`src/rtl/pe_bus_fabric_if.sv`:
```
// Core-side request bus, decoded target bus, putchar stream and error reporting of the PE fabric.
// Signals with a _c suffix are combinational outputs of the fabric.
interface pe_bus_fabric_if #(
   parameter int unsigned DATA_WIDTH = 32,
   parameter int unsigned ADDR_WIDTH = 32,
   parameter int unsigned N_TARGETS  = 3
);
   localparam int unsigned NB = DATA_WIDTH / 8;

   logic                            cpu_req;
   logic [ADDR_WIDTH-1:0]           cpu_addr;
   logic [NB-1:0]                   cpu_wb;
   logic [DATA_WIDTH-1:0]           cpu_wdata;
   logic [DATA_WIDTH-1:0]           cpu_rdata_c;
   logic                            cpu_stall_c;
   logic [N_TARGETS-1:0]            tgt_sel_c;
   logic [ADDR_WIDTH-1:0]           tgt_addr_c;
   logic [NB-1:0]                   tgt_wb_c;
   logic [DATA_WIDTH-1:0]           tgt_wdata_c;
   logic [N_TARGETS*DATA_WIDTH-1:0] tgt_rdata;
   logic [N_TARGETS-1:0]            tgt_ready;
   logic [7:0]                      putc_data_c;
   logic                            putc_valid;
   logic                            putc_ready;
   logic                            err_irq;
   logic [ADDR_WIDTH-1:0]           err_addr;
   logic [7:0]                      err_count;
   logic                            err_clr;

   // Environment side: core, targets and host
   modport master (
      output cpu_req, cpu_addr, cpu_wb, cpu_wdata, tgt_rdata, tgt_ready, putc_ready, err_clr,
      input  cpu_rdata_c, cpu_stall_c, tgt_sel_c, tgt_addr_c, tgt_wb_c, tgt_wdata_c,
             putc_data_c, putc_valid, err_irq, err_addr, err_count
   );

   // Fabric side
   modport slave (
      input  cpu_req, cpu_addr, cpu_wb, cpu_wdata, tgt_rdata, tgt_ready, putc_ready, err_clr,
      output cpu_rdata_c, cpu_stall_c, tgt_sel_c, tgt_addr_c, tgt_wb_c, tgt_wdata_c,
             putc_data_c, putc_valid, err_irq, err_addr, err_count
   );
endinterface

```
`src/rtl/pe_bus_fabric.sv`:
```
// Memory-map fabric for a manycore PE: region decode, target stall, one-cycle read return,
// byte-lane swap, console putchar FIFO and sticky illegal-access reporting.
module pe_bus_fabric #(
   parameter int unsigned           DATA_WIDTH = 32,
   parameter int unsigned           ADDR_WIDTH = 32,
   parameter int unsigned           N_TARGETS  = 3,
   parameter logic [ADDR_WIDTH-1:0] TGT_BASE [N_TARGETS] =
      '{ADDR_WIDTH'(32'h0000_0000), ADDR_WIDTH'(32'h4000_0000), ADDR_WIDTH'(32'hE100_0000)},
   parameter logic [ADDR_WIDTH-1:0] TGT_MASK [N_TARGETS] =
      '{ADDR_WIDTH'(32'h0000_0FFF), ADDR_WIDTH'(32'h0000_FFFF), ADDR_WIDTH'(32'h00FF_FFFF)},
   parameter logic [ADDR_WIDTH-1:0] PUTC_ADDR  = ADDR_WIDTH'(32'h1697),
   parameter int unsigned           PUTC_DEPTH = 8,
   parameter bit                    BYTE_SWAP  = 1'b1,
   parameter logic [DATA_WIDTH-1:0] ERR_DATA   = DATA_WIDTH'(32'hDEAD_BEEF)
) (
   input logic            clk,
   input logic            rst,
   pe_bus_fabric_if.slave bus
);
   localparam int unsigned NB = DATA_WIDTH / 8;
   localparam int unsigned PW = $clog2(PUTC_DEPTH);
   localparam int unsigned IW = (N_TARGETS > 1) ? $clog2(N_TARGETS) : 1;

   typedef enum logic [1:0] {RSP_NONE, RSP_TGT, RSP_PUTC, RSP_ILL} rsp_e;

   function automatic logic [DATA_WIDTH-1:0] swap(input logic [DATA_WIDTH-1:0] d);
      logic [DATA_WIDTH-1:0] r;
      r = d;
      if (BYTE_SWAP) begin
         for (int i = 0; i < int'(NB); i++) r[i*8 +: 8] = d[(int'(NB)-1-i)*8 +: 8];
      end
      return r;
   endfunction

   rsp_e          kind_c, rsp_q, rsp_d;
   logic [IW-1:0] idx_c, idx_q, idx_d;
   logic          hit, accept, push, pop, full;

   logic [7:0]    mem [PUTC_DEPTH];
   logic [PW-1:0] wr_ptr, rd_ptr;
   logic [PW:0]   count, count_d;

   // Putchar address first, then lowest-indexed matching region
   always_comb begin
      kind_c = RSP_NONE;
      idx_c  = '0;
      hit    = 1'b0;
      if (bus.cpu_req) begin
         if (bus.cpu_addr == PUTC_ADDR) begin
            kind_c = RSP_PUTC;
         end else begin
            for (int k = int'(N_TARGETS) - 1; k >= 0; k--) begin
               if ((bus.cpu_addr & ~TGT_MASK[k]) == TGT_BASE[k]) begin
                  hit   = 1'b1;
                  idx_c = IW'(k);
               end
            end
            kind_c = hit ? RSP_TGT : RSP_ILL;
         end
      end
   end

   // A pop in the same cycle frees the slot, so a full FIFO only stalls without one
   always_comb begin
      full            = (count == (PW+1)'(PUTC_DEPTH));
      pop             = bus.putc_valid & bus.putc_ready;
      bus.cpu_stall_c = ((kind_c == RSP_TGT) && !bus.tgt_ready[idx_c]) ||
                        ((kind_c == RSP_PUTC) && (|bus.cpu_wb) && full && !pop);
      accept          = bus.cpu_req & ~bus.cpu_stall_c;
      push            = accept && (kind_c == RSP_PUTC) && (|bus.cpu_wb);
      count_d         = count + (PW+1)'(push) - (PW+1)'(pop);
   end

   always_comb begin
      bus.tgt_sel_c   = '0;
      bus.tgt_addr_c  = '0;
      bus.tgt_wb_c    = '0;
      bus.tgt_wdata_c = swap(bus.cpu_wdata);
      if (kind_c == RSP_TGT) begin
         bus.tgt_sel_c  = N_TARGETS'(1) << idx_c;
         bus.tgt_addr_c = bus.cpu_addr & TGT_MASK[idx_c];
         bus.tgt_wb_c   = bus.cpu_wb;
      end
   end

   // Response kind of the transaction accepted last cycle
   always_ff @(posedge clk or posedge rst) begin
      if (rst) begin
         rsp_q <= RSP_NONE;
         idx_q <= '0;
      end else begin
         rsp_q <= rsp_d;
         idx_q <= idx_d;
      end
   end

   always_comb begin
      rsp_d = RSP_NONE;
      idx_d = '0;
      if (accept) begin
         rsp_d = kind_c;
         idx_d = idx_c;
      end
   end

   always_comb begin
      bus.cpu_rdata_c = '0;
      case (rsp_q)
         RSP_TGT:           bus.cpu_rdata_c = swap(bus.tgt_rdata[idx_q*DATA_WIDTH +: DATA_WIDTH]);
         RSP_PUTC, RSP_ILL: bus.cpu_rdata_c = ERR_DATA;
         default:           bus.cpu_rdata_c = '0;
      endcase
   end

   always_ff @(posedge clk) begin
      if (push) mem[wr_ptr] <= bus.cpu_wdata[7:0];
   end

   always_ff @(posedge clk or posedge rst) begin
      if (rst) begin
         wr_ptr         <= '0;
         rd_ptr         <= '0;
         count          <= '0;
         bus.putc_valid <= 1'b0;
      end else begin
         if (push) wr_ptr <= wr_ptr + PW'(1);
         if (pop)  rd_ptr <= rd_ptr + PW'(1);
         count          <= count_d;
         bus.putc_valid <= (count_d != '0);
      end
   end

   assign bus.putc_data_c = bus.putc_valid ? mem[rd_ptr] : 8'h00;

   // A new illegal access overrides a concurrent clear
   always_ff @(posedge clk or posedge rst) begin
      if (rst) begin
         bus.err_irq   <= 1'b0;
         bus.err_addr  <= '0;
         bus.err_count <= '0;
      end else if (accept && (kind_c == RSP_ILL)) begin
         bus.err_irq <= 1'b1;
         if (!bus.err_irq || bus.err_clr) bus.err_addr <= bus.cpu_addr;
         if (bus.err_clr)                   bus.err_count <= 8'd1;
         else if (bus.err_count != 8'hFF)   bus.err_count <= bus.err_count + 8'd1;
      end else if (bus.err_clr) begin
         bus.err_irq   <= 1'b0;
         bus.err_addr  <= '0;
         bus.err_count <= '0;
      end
   end
endmodule

```
`src/flat_wrapper.sv`:
```
// flat-port wrapper written by rule: the top's interface ports become plain ports
module pe_bus_fabric_flat 
#(
   parameter int unsigned           DATA_WIDTH = 32,
   parameter int unsigned           ADDR_WIDTH = 32,
   parameter int unsigned           N_TARGETS  = 3,
   parameter logic [ADDR_WIDTH-1:0] TGT_BASE [N_TARGETS] =
      '{ADDR_WIDTH'(32'h0000_0000), ADDR_WIDTH'(32'h4000_0000), ADDR_WIDTH'(32'hE100_0000)},
   parameter logic [ADDR_WIDTH-1:0] TGT_MASK [N_TARGETS] =
      '{ADDR_WIDTH'(32'h0000_0FFF), ADDR_WIDTH'(32'h0000_FFFF), ADDR_WIDTH'(32'h00FF_FFFF)},
   parameter logic [ADDR_WIDTH-1:0] PUTC_ADDR  = ADDR_WIDTH'(32'h1697),
   parameter int unsigned           PUTC_DEPTH = 8,
   parameter bit                    BYTE_SWAP  = 1'b1,
   parameter logic [DATA_WIDTH-1:0] ERR_DATA   = DATA_WIDTH'(32'hDEAD_BEEF)
)
  (clk, rst, bus_cpu_req, bus_cpu_addr, bus_cpu_wb, bus_cpu_wdata, bus_tgt_rdata, bus_tgt_ready, bus_putc_ready, bus_err_clr, bus_cpu_rdata_c, bus_cpu_stall_c, bus_tgt_sel_c, bus_tgt_addr_c, bus_tgt_wb_c, bus_tgt_wdata_c, bus_putc_data_c, bus_putc_valid, bus_err_irq, bus_err_addr, bus_err_count);
  pe_bus_fabric_if #(.DATA_WIDTH(DATA_WIDTH), .ADDR_WIDTH(ADDR_WIDTH), .N_TARGETS(N_TARGETS)) bus_i ();
  input logic clk;
  input logic rst;
  input wire logic [$bits(bus_i.cpu_req)-1:0] bus_cpu_req;
  input wire logic [$bits(bus_i.cpu_addr)-1:0] bus_cpu_addr;
  input wire logic [$bits(bus_i.cpu_wb)-1:0] bus_cpu_wb;
  input wire logic [$bits(bus_i.cpu_wdata)-1:0] bus_cpu_wdata;
  input wire logic [$bits(bus_i.tgt_rdata)-1:0] bus_tgt_rdata;
  input wire logic [$bits(bus_i.tgt_ready)-1:0] bus_tgt_ready;
  input wire logic [$bits(bus_i.putc_ready)-1:0] bus_putc_ready;
  input wire logic [$bits(bus_i.err_clr)-1:0] bus_err_clr;
  output wire logic [$bits(bus_i.cpu_rdata_c)-1:0] bus_cpu_rdata_c;
  output wire logic [$bits(bus_i.cpu_stall_c)-1:0] bus_cpu_stall_c;
  output wire logic [$bits(bus_i.tgt_sel_c)-1:0] bus_tgt_sel_c;
  output wire logic [$bits(bus_i.tgt_addr_c)-1:0] bus_tgt_addr_c;
  output wire logic [$bits(bus_i.tgt_wb_c)-1:0] bus_tgt_wb_c;
  output wire logic [$bits(bus_i.tgt_wdata_c)-1:0] bus_tgt_wdata_c;
  output wire logic [$bits(bus_i.putc_data_c)-1:0] bus_putc_data_c;
  output wire logic [$bits(bus_i.putc_valid)-1:0] bus_putc_valid;
  output wire logic [$bits(bus_i.err_irq)-1:0] bus_err_irq;
  output wire logic [$bits(bus_i.err_addr)-1:0] bus_err_addr;
  output wire logic [$bits(bus_i.err_count)-1:0] bus_err_count;
  assign bus_i.cpu_req = bus_cpu_req;
  assign bus_i.cpu_addr = bus_cpu_addr;
  assign bus_i.cpu_wb = bus_cpu_wb;
  assign bus_i.cpu_wdata = bus_cpu_wdata;
  assign bus_i.tgt_rdata = bus_tgt_rdata;
  assign bus_i.tgt_ready = bus_tgt_ready;
  assign bus_i.putc_ready = bus_putc_ready;
  assign bus_i.err_clr = bus_err_clr;
  assign bus_cpu_rdata_c = bus_i.cpu_rdata_c;
  assign bus_cpu_stall_c = bus_i.cpu_stall_c;
  assign bus_tgt_sel_c = bus_i.tgt_sel_c;
  assign bus_tgt_addr_c = bus_i.tgt_addr_c;
  assign bus_tgt_wb_c = bus_i.tgt_wb_c;
  assign bus_tgt_wdata_c = bus_i.tgt_wdata_c;
  assign bus_putc_data_c = bus_i.putc_data_c;
  assign bus_putc_valid = bus_i.putc_valid;
  assign bus_err_irq = bus_i.err_irq;
  assign bus_err_addr = bus_i.err_addr;
  assign bus_err_count = bus_i.err_count;
  pe_bus_fabric #(.DATA_WIDTH(DATA_WIDTH), .ADDR_WIDTH(ADDR_WIDTH), .N_TARGETS(N_TARGETS), .TGT_BASE(TGT_BASE), .TGT_MASK(TGT_MASK), .PUTC_ADDR(PUTC_ADDR), .PUTC_DEPTH(PUTC_DEPTH), .BYTE_SWAP(BYTE_SWAP), .ERR_DATA(ERR_DATA)) u_core (.clk(clk), .rst(rst), .bus(bus_i));
endmodule
```
`config.mk`:
```
export PLATFORM = sky130hd
export DESIGN_NAME = pe_bus_fabric_flat
export DESIGN_NICKNAME = d
export VERILOG_FILES = /design/src/rtl/pe_bus_fabric_if.sv /design/src/rtl/pe_bus_fabric.sv /design/src/flat_wrapper.sv
export SDC_FILE = /design/constraint.sdc
export NUM_CORES = 1
export LEC_CHECK = 0
export CORE_MARGIN = 3
export CORE_UTILIZATION = 35
export DETAILED_ROUTE_END_ITERATION = 8
export DONT_BUFFER_PORTS = 1
export PLACE_DENSITY = 0.46
export SYNTH_ARGS = -nofsm -noshare
export SYNTH_HDL_FRONTEND = slang
export SYNTH_SLANG_ARGS = --single-unit
```
`constraint.sdc`:
```
create_clock -name clk -period 8.7 [get_ports clk]
set_clock_uncertainty 0.15 [all_clocks]
set_input_delay 1.305 -clock clk [delete_from_list [all_inputs] [get_ports clk]]
set_output_delay 1.305 -clock clk [all_outputs]
set_load 0.01 [all_outputs]
```
==> results.json, run 1 <==
{
  "relSlewSlack": 0.3438,
  "htree_levels": 4,
  "rows": 49,
  "ys_warn_count": 0,
  "wl_um": 18060,
  "insertion_delay_ps": 420,
  "clock_path_buffers": 2,
  "root_buffer": "clkbuf_16",
  "cts_resized": 0,
  "fin_crit_ps": 5394,
  "hp-class": "flop to flop",
  "synthArstFlopShare": 0.4667,
  "grt_usage": 0.1727,
  "synth_cells": 555,
  "wl_per_cell_um": 23.99,
  "holdBufCountCts": 0,
  "worstPathRequired_ps": 7240,
  "cp.arrival_ps": 3940,
  "drive_above_1_share": 0.1756,
  "setup_viol": 0,
  "cts_setup_buffers": 0,
  "core_area_mm2": 0.01827,
  "synth.largest_area_cell": "edfxtp_1",
  "gp_congestion": 0.7796,
  "peakVddDrop_mv": 0.1500,
  "cts.sinks": 120,
  "final_common_cell": "edfxtp_1",
  "synth_cell_types": 59,
  "p_leak_nw": 2.719,
  "vias": 4246,
  "cp-start-kind": "input pin",
  "ys_top_cells_by_area": "edfxtp_1 (29%), dfrtp_1 (21%), mux2i_1 (6.2%)",
  "die_w_um": 143.6,
  "grt_overflow": 0,
  "start_util": 0.3628,
  "worst_pin_slew_ps": 984.3,
  "max_freq_mhz": 185.4,
  "cts_buffers": 17,
  "die-area_mm2": 0.02062,
  "io_buffers": 0,
  "layout.nets": 696,
  "cts_tree": "yes",
  "rsz0062_at_grt": "false",
  "worstSetupPathType": "input pin to primary output",
  "slew_violations": 0,
  "antenna_found_initial": 0,
  "clkTransAtPathRegs_ps": 60,
  "nFillCells": 1733,
  "dr.pass1.iters": 4,
  "grt_pass1_vias": 4436,
  "finalCritPeriodShare": 0.6200,
  "synth_seq_area_share": 0.5014,
  "crit_fanout": 15,
  "max-cap-violations": 0,
  "syn_area_per_cell_um2": 11.94,
  "num_antenna_cells": 0,
  "syn_area_mm2": 0.006628,
  "layout_common_cells": "edfxtp_1 (64), dfrtp_1 (55), mux2i_1 (41), nand2_1 (38), nor2_1 (27)",
  "grt_pass1_wl_um": 26360,
  "via_per_inst": 5.639,
  "yosys_register_bits": 120,
  "dp_hpwl_um": 13370,
  "synth_edf_count": 64,
  "drc": 0,
  "drt_iter0_drc": 216,
  "final_antenna_net_count": 0,
  "power_density_mw_per_mm2": 235.7,
  "hold_violations": 0,
  "area_delta_synth_final_pct": 6.891,
  "setup_tns_ps": 0,
  "outcome": "complete, no violations",
  "grt_max_degree": 57,
  "post-route-util": 0.3878,
  "die_h_um": 143.6,
  "ioPinCount": 326,
  "endpoint_kind": "primary output",
  "ys.flop_type": "edfxtp_1",
  "synth_top_area_share": 0.2900
}
-- power breakdown --
group	internal [mW]	total [mW]	switching, mW
clock	0.380	0.672	0.292
sequential	0.634	0.701	0.0666
combinational	0.153	0.296	0.143
-- sequential cells by signal (all words and copies together) (netlist names) --
| signal | flops |
|---|---|
| u_core.mem | 64 |
| u_core.bus.err_addr | 32 |
| u_core.bus.err_count | 8 |
| u_core.count | 4 |
| u_core.rd_ptr | 3 |
| u_core.wr_ptr | 3 |
| u_core.idx_q | 2 |
| u_core.rsp_q | 2 |
| u_core.bus.err_irq | 1 |
| u_core.bus.putc_valid | 1 |
-- synthesized netlist by cell type (2+ instances only) --
cell,number
nand2_1,38
nand4bb_1,2
buf_6,7
or2_2,2
nor4_1,4
a22o_1,23
and2_1,19
nor3_1,7
xnor2_1,6
inv_1,13
a21o_1,25
nor4_4,2
nor2_1,27
dfrtp_1,56
nor4_2,2
a21oi_1,15
o31ai_1,3
nand2b_1,3
and3_1,12
a22o_2,10
or4_1,3
ha_1,12
mux2i_1,41
buf_4,41
clkbuf_1,20
nand3_1,8
or4_2,2
mux4_2,16
buf_2,4
mux2_1,4
nor2b_1,12
buf_1,2
o21ai_0,25
edfxtp_1,64
-- worst max-delay path, stage by stage --
cell and delay (ps):
nor4_2 360, nand4_2 380, o31ai_4 670, or2_2 250
inv_1 60, ha_1 190, a211oi_2 460, and2_1 270
-- per-layer routing --
| layer | vias to the layer above | GRT usage | routed length, um |
|---|---|---|---|
| met4 | 0 | 0.06541 | 533 |
| met1 | 2060 | 0.1929 | 6908 |
| met3 | 32 | 0.05058 | 1426 |
| met2 | 243 | 0.3106 | 9193 |
| met5 | - | 0 | 0 |
| li1 | 1911 | - | - |
-- final timing paths --
path | cells after the start | end | slack [ps] | start
worst min register to register | 1 | u_core.count[0]$_DFF_PP0_ | 380 | u_core.count[0]$_DFF_PP0_
min in group asynchronous | 2 | u_core.bus.err_addr[2]$_DFFE_PP0P_ | 810 | rst
max in group asynchronous | 2 | u_core.idx_q[1]$_DFF_PP0_ | 7040 | rst
worst max register to register | 8 | u_core.bus.putc_valid$_DFF_PP0_ | 5510 | u_core.bus.putc_valid$_DFF_PP0_
worst min-delay path | 1 | u_core.count[0]$_DFF_PP0_ | 380 | u_core.count[0]$_DFF_PP0_
worst max-delay path | 8 | bus_tgt_addr_c[3] | 3310 | bus_cpu_addr[17]
-- kinds of logic after synthesis --
kind of cell    synth area share
flops                     0.5014
fa+ha+maj                0.02567
simple gates              0.1291
mux                       0.1248
other cells            0.0005658
compound gates            0.1280
xor+xnor                0.009251
buf+inv                  0.08118
-- area by class of cell --
type                            instances  area (um^2)  area share
Clock inverter                         15        147.6     0.02084
Sequential cell                       120         3324      0.4693
Timing Repair Buffer                    4        30.03    0.004239
Multi-Input combinational cell        355         2821      0.3983
Tap cell                              229        286.5     0.04045
Clock buffer                           17        425.4     0.06005
Inverter                               13        48.80    0.006888
-- metrics by stage --
step,worst slack [ps],power [mW],instances,instance area (um^2),hold WS [ps]
after floorplan,3840,0.9701,562,6654,333.1
after detailed placement,3254,1.015,721,6511,375.4
after global placement,3319,1.013,721,6511,364.8
final,3306,1.670,753,7084,380.6
after global routing,2913,1.758,753,7084,416.2
after CTS,3253,1.695,753,7084,388.9
Power figures use the tool's default switching activity.
==> run 2, diff against run 1 <==
--- a/config.mk
+++ b/config.mk
@@ -5,6 +5,7 @@
 export SDC_FILE = /design/constraint.sdc
 export NUM_CORES = 1
 export LEC_CHECK = 0
+export ABC_AREA = 1
 export CORE_MARGIN = 3
 export CORE_UTILIZATION = 35
 export DETAILED_ROUTE_END_ITERATION = 8
==> constraint.sdc (replaced) <==
create_clock -name clk -period 5.15 [get_ports clk]
set_clock_uncertainty 0.15 [all_clocks]
set_input_delay 0.7725 -clock clk [delete_from_list [all_inputs] [get_ports clk]]
set_output_delay 0.7725 -clock clk [all_outputs]
set_load 0.01 [all_outputs]
==> run 2 against run 1 <==
  * Register-to-register slack worse by 3800 ps
  * Largest cell class unchanged
  * Clock-buffer cell count up 2
  * Non-clock buffer count up 1
  * Critical endpoint is now bus_cpu_rdata_c[11]
  * Worst setup slack got worse by 2100 ps
  * First-iteration DRC count increased by 80%
==> results.json, run 2 <==
{
  "finalCritPeriodShare": 0.7679,
  "hold_ws_ps": 275.5,
  "cp-start-kind": "flop",
  "hp-class": "input pin to async pin",
  "io_buffers": 0,
  "worstPathRequired_ps": 4230,
  "dp_hpwl_um": 14140,
  "synth-compound-area-share": 0.1513,
  "via_per_inst": 5.280,
  "peakVddDrop_mv": 0.1855,
  "synth_cells": 783,
  "synth_cell_types": 33,
  "slew_violations": 0,
  "antenna_found_initial": 0,
  "start_util": 0.3623,
  "synthArstFlopShare": 0.4667,
  "synth_most_common_cell": "nor2_1",
  "place_area_mm2": 0.006521,
  "cts_resized": 0,
  "yosys_register_bits": 120,
  "final_common_cell": "nor2_1",
  "insertion_delay_ps": 410,
  "die-area_mm2": 0.02053,
  "setup_tns_ps": 0,
  "layout.nets": 926,
  "clkTransAtPathRegs_ps": 60,
  "design_area_mm2": 0.007088,
  "cts_setup_buffers": 0,
  "synth_top_area_share": 0.2913,
  "max_stage_delay_ps": 1020,
  "drc": 0,
  "syn_area_per_cell_um2": 8.426,
  "clock_path_buffers": 2,
  "rows": 49,
  "synthAdderAreaFrac": 0.02579,
  "largest_reg_flops": 64,
  "crit_buf_inv": 1,
  "synth.largest_area_cell": "edfxtp_1",
  "fin_ws_ps": 1196,
  "synth_seq_area_share": 0.5037,
  "max_freq_mhz": 252.9,
  "die_h_um": 143.3,
  "cts_buffers": 17,
  "max-cap-violations": 0,
  "num_antenna_cells": 0,
  "grt_usage": 0.1854,
  "final_antenna_net_count": 0,
  "largestRegisters": "u_core.mem x64, u_core.bus.err_addr x32, u_core.bus.err_count x8",
  "cp.arrival_ps": 3030,
  "fin_cells": 983,
  "hold_violations": 0,
  "holdBufCountCts": 0,
  "synthMuxAreaShare": 0,
  "area_delta_synth_final_pct": 7.434,
  "nFillCells": 1841,
  "ioPinCount": 326,
  "ys_warn_count": 0,
  "worst_pin_slew_ps": 1216,
  "crit_chain": "inv_1, nor2_2, a21oi_1, o21ai_0",
  "synth_top_family_by_area": "simple AND/OR/NAND/NOR gates",
  "endpoint_kind": "primary output",
  "setup_viol": 0,
  "ys_top_cells_by_area": "edfxtp_1 (29%), dfrtp_1 (21%), nor2_1 (8.9%)",
  "die_w_um": 143.3,
  "worstSetupPathType": "flop to primary output",
  "grt_overflow": 0,
  "synthSimpleGateAreaFrac": 0.1783,
  "post-route-util": 0.3893,
  "wl_per_cell_um": 19.80,
  "report.power.total_mw": 2.880,
  "wl_um": 19460,
  "cts_tree": "yes",
  "grt_pass1_vias": 5045,
  "synth_edf_count": 64,
  "grt_max_degree": 57,
  "core_area_mm2": 0.01821,
  "syn_area_mm2": 0.006598,
  "ys.flop_type": "edfxtp_1",
  "drive_above_1_share": 0.08090,
  "layout_common_cells": "nor2_1 (156), o21ai_0 (99), inv_1 (96), edfxtp_1 (64), dfrtp_1 (56)",
  "fin_crit_ps": 3954,
  "grt_pass1_wl_um": 28880,
  "crit_family": "simple AND/OR/NAND/NOR gates",
  "gp_congestion": 0.8763,
  "synthTopCellsByCount": "nor2_1 (157), o21ai_0 (99), inv_1 (97)",
  "synthXorXnorAreaFrac": 0.01460,
  "cts.sinks": 120,
  "root_buffer": "clkbuf_16",
  "crit_fanout": 32,
  "dr.pass1.iters": 5,
  "largest-register": "u_core.mem",
  "dp_slack_ps": 1397,
  "htree_levels": 4,
  "slowest_stage": "nor2_2",
  "drt_iter0_drc": 389,
  "placed_cells": 951,
  "p_leak_nw": 2.939,
  "outcome": "complete, no violations",
  "vias": 5190,
  "rsz0062_at_grt": "false",
  "power_density_mw_per_mm2": 406.3,
  "relSlewSlack": 0.1887
}
[run 2: changes by cell type after synthesis, moves of 16 or more]
| cell | previous run | this run |
|---|---|---|
| nand2_1 | 38 | 54 |
| nor3_1 | 7 | 23 |
| o21ai_0 | 25 | 99 |
| a22o_1 | 23 | 0 |
| and2_1 | 19 | 0 |
| nor2_1 | 27 | 157 |
| mux4_2 | 16 | 0 |
| mux2i_1 | 41 | 0 |
| a21oi_1 | 15 | 33 |
| inv_1 | 13 | 97 |
| a21o_1 | 25 | 0 |
| o22ai_1 | 0 | 37 |
[run 2: area by class of cell]
| class | count | area, um^2 | area share |
|---|---|---|---|
| sequential | 120 | 3323 | 0.4688 |
| inverter | 104 | 390.4 | 0.05507 |
| timing repair buffer | 5 | 37.54 | 0.005296 |
| clock inverter | 13 | 123.9 | 0.01748 |
| tap | 229 | 286.5 | 0.04042 |
| multi-input combinational | 493 | 2484 | 0.3504 |
| clock buffer | 19 | 442.9 | 0.06249 |
[run 2: final timing paths]
| kind | from | end | slack, ps | cells past startpoint |
|---|---|---|---|---|
| max in group asynchronous | rst | u_core.count[0]$_DFF_PP0_ | 4070 | 2 |
| min | rst | u_core.bus.err_count[1]$_DFFE_PP0P_ | 280 | 2 |
| min reg2reg | u_core.wr_ptr[0]$_DFFE_PP0P_ | u_core.wr_ptr[0]$_DFFE_PP0P_ | 360 | 2 |
| max | u_core.idx_q[1]$_DFF_PP0_ | bus_cpu_rdata_c[11] | 1200 | 4 |
| min in group clk | bus_cpu_wdata[3] | u_core.mem[1][3]$_DFFE_PP_ | 300 | 0 |
| max reg2reg | u_core.bus.putc_valid$_DFF_PP0_ | u_core.bus.putc_valid$_DFF_PP0_ | 1730 | 13 |
[run 2: power by group]
part | total, mW | internal (mW) | switching, mW
clock | 1.12 | 0.680 | 0.441
combinational | 0.609 | 0.193 | 0.417
sequential | 1.15 | 1.07 | 0.0767
[run 2: cells by family (layout without fill, tap and decap cells)]
family	Yosys count	count (layout)
XOR/XNOR	11	11
AO/OA/AOI/OAI	187	187
buffers and inverters	177	141
other	1	8
AND/OR/NAND/NOR	274	274
adder cells (fa/ha/maj)	13	13
flip-flops	120	120
[run 2: metal layers]
metal / wire (um) / global-route usage / share of wire / vias to the layer above
met1: 7540 / 0.2125 / 0.39 / 2451
met4: 269 / 0.05600 / 0.014 / 0
met5: 0 / 0 / 0 / -
met3: 1683 / 0.06290 / 0.086 / 19
li1: - / - / - / 2468
met2: 9968 / 0.3284 / 0.51 / 252
==> run 3, diff against run 2 <==
==> constraint.sdc (replaced) <==
create_clock -name clk -period 4 [get_ports clk]
set_clock_uncertainty 0.15 [all_clocks]
set_input_delay 0.6 -clock clk [delete_from_list [all_inputs] [get_ports clk]]
set_output_delay 0.6 -clock clk [all_outputs]
set_load 0.01 [all_outputs]
==> run 3 against run 2 <==
  * Register-to-register slack got worse by 910 ps
  * Largest power group is now the clock network
  * Cell area is 1.9% higher
  * Die area did not move
  * Via count is 0.71% lower
  * Sequential cell count is the same
  * Critical endpoint unchanged
  * Non-clock buffer count is 11 higher
  * Combinational power is 31% higher
  * Sequential power grew 29%
==> results.json, run 3 (synthesis results as in run 2) <==
{
  "outcome": "complete, no violations",
  "p_sw_frac": 0.3078,
  "layout.nets": 937,
  "endpoint_kind": "primary output",
  "root_buffer": "clkbuf_16",
  "cts_buffers": 17,
  "max_freq_mhz": 296.2,
  "drt_iter0_drc": 321,
  "die_w_um": 143.3,
  "crit_fanout": 25,
  "reg2reg_depth": 14,
  "largest-register": "u_core.mem",
  "crit_buf_inv": 2,
  "gp_congestion": 0.8717,
  "hold_violations": 0,
  "setup_tns_ps": 0,
  "slowest_stage": "nor2_2",
  "hold_ws_ps": 111.8,
  "power_density_mw_per_mm2": 537.4,
  "worst_pin_slew_ps": 896.8,
  "rsz0062_at_grt": "false",
  "fin_crit_ps": 3376,
  "report.power.total_mw": 3.882,
  "grt_pass1_vias": 5047,
  "post-route-util": 0.3967,
  "fin_ws_ps": 624.1,
  "p_comb_frac": 0.206,
  "drc": 0,
  "reg2reg_from": "u_core.bus.putc_valid$_DFF_PP0_",
  "max_stage_delay_ps": 700,
  "dr.pass1.iters": 5,
  "final_antenna_net_count": 0,
  "rows": 49,
  "seqPwrFrac": 0.381,
  "grt_pass1_wl_um": 28240,
  "largestRegisters": "u_core.mem x64, u_core.bus.err_addr x32, u_core.bus.err_count x8",
  "cts.sinks": 120,
  "layout_common_cells": "nor2_1 (156), o21ai_0 (99), inv_1 (96), edfxtp_1 (64), dfrtp_1 (56)",
  "dp_slack_ps": 392.4,
  "power_switching_mw": 1.195,
  "cts_setup_buffers": 0,
  "start_util": 0.3623,
  "p_clk_frac": 0.414,
  "wl_per_cell_um": 19.55,
  "crit_chain": "inv_1, buf_4, nor2_2, a21oi_1, o21ai_0",
  "max-cap-violations": 0,
  "htree_levels": 4,
  "cp.arrival_ps": 2630,
  "ioPinCount": 326,
  "area_delta_synth_final_pct": 9.482,
  "relSlewSlack": 0.4015,
  "hp-class": "input pin to async pin",
  "vias": 5153,
  "grt_usage": 0.1826,
  "worstPathRequired_ps": 3250,
  "r2r_setup_slack_ps": 820,
  "peakVddDrop_mv": 0.2525,
  "cts_resized": 0,
  "antenna_found_initial": 1,
  "slew_violations": 0,
  "clkTransAtPathRegs_ps": 60,
  "finalCritPeriodShare": 0.8440,
  "cp-start-kind": "flop",
  "io_buffers": 0,
  "final_common_cell": "nor2_1",
  "grt_overflow": 0,
  "dp_hpwl_um": 14500,
  "r2r-end": "u_core.bus.putc_valid$_DFF_PP0_",
  "p_leak_nw": 3.027,
  "wl_um": 19460,
  "largest_reg_flops": 64,
  "drive_above_1_share": 0.09020,
  "holdBufCountCts": 0,
  "p_int_mw": 2.687,
  "via_per_inst": 5.179,
  "die_h_um": 143.3,
  "core_area_mm2": 0.01821,
  "cts_tree": "yes",
  "die-area_mm2": 0.02053,
  "setup_viol": 0,
  "insertion_delay_ps": 410,
  "clock_path_buffers": 2,
  "grt_max_degree": 43,
  "crit_family": "compound AO/OA/AOI/OAI gates",
  "worstSetupPathType": "flop to primary output"
}
[run 3: changes by cell type in the layout (fill, tap and decap cells not counted)]
cell,previous run,this run
buf_4,5,16
clkinv_2,2,1
clkbuf_1,1,2
nor3_2,2,0
bufinv_16,1,4
inv_6,2,3
nor3_1,21,23
diode_2,0,1
clkinv_4,5,4
clkbuf_8,1,0
clkinvlp_4,3,1
[run 3: through the flow]
stage	instances	area (um^2)
3_3_place_gp	962	6594
5_1_grt	995	7223
6_report	995	7223
3_5_place_dp	962	6594
2_1_floorplan	790	6624
4_1_cts	994	7221
[run 3: final cells by class]
cell class | count | area [um^2]
multi-input combinational | 493 | 2474
inverter | 104 | 390.4
sequential | 120 | 3323
fill | 1812 | 10990
clock buffer | 19 | 432.9
timing repair buffer | 16 | 120.1
tap | 229 | 286.5
antenna | 1 | 2.502
clock inverter | 13 | 193.9
[run 3: worst max-delay path by stage]
stage	startpoint	end	slack, ps	cells past startpoint
3_5_place_dp	bus_cpu_addr[27]	u_core.bus.putc_valid$_DFF_PP0_	390	16
3_3_place_gp	bus_cpu_addr[27]	u_core.bus.putc_valid$_DFF_PP0_	490	16
4_1_cts	u_core.idx_q[1]$_DFF_PP0_	bus_cpu_rdata_c[11]	630	5
2_1_floorplan	bus_cpu_addr[23]	u_core.bus.putc_valid$_DFF_PP0_	660	16
5_1_grt	u_core.idx_q[1]$_DFF_PP0_	bus_cpu_rdata_c[11]	480	5
6_report	u_core.idx_q[1]$_DFF_PP0_	bus_cpu_rdata_c[11]	620	5
[run 3: metal layers]
layer  track usage  wire length [um]
met4       0.06789               517
met3       0.05591              1502
met2        0.3212              9645
met1        0.2098              7790
met5             0                 0
[run 3: power groups by stage]
| stage | logic (mW) | clock network (mW) | registers (mW) |
|---|---|---|---|
| 6_report | 0.798 | 1.61 | 1.48 |
| 3_5_place_dp | 0.816 | 0 | 1.50 |
| 5_1_grt | 0.920 | 1.71 | 1.49 |
| 3_3_place_gp | 0.793 | 0 | 1.50 |
| 4_1_cts | 0.815 | 1.64 | 1.48 |
| 2_1_floorplan | 0.662 | 0 | 1.47 |
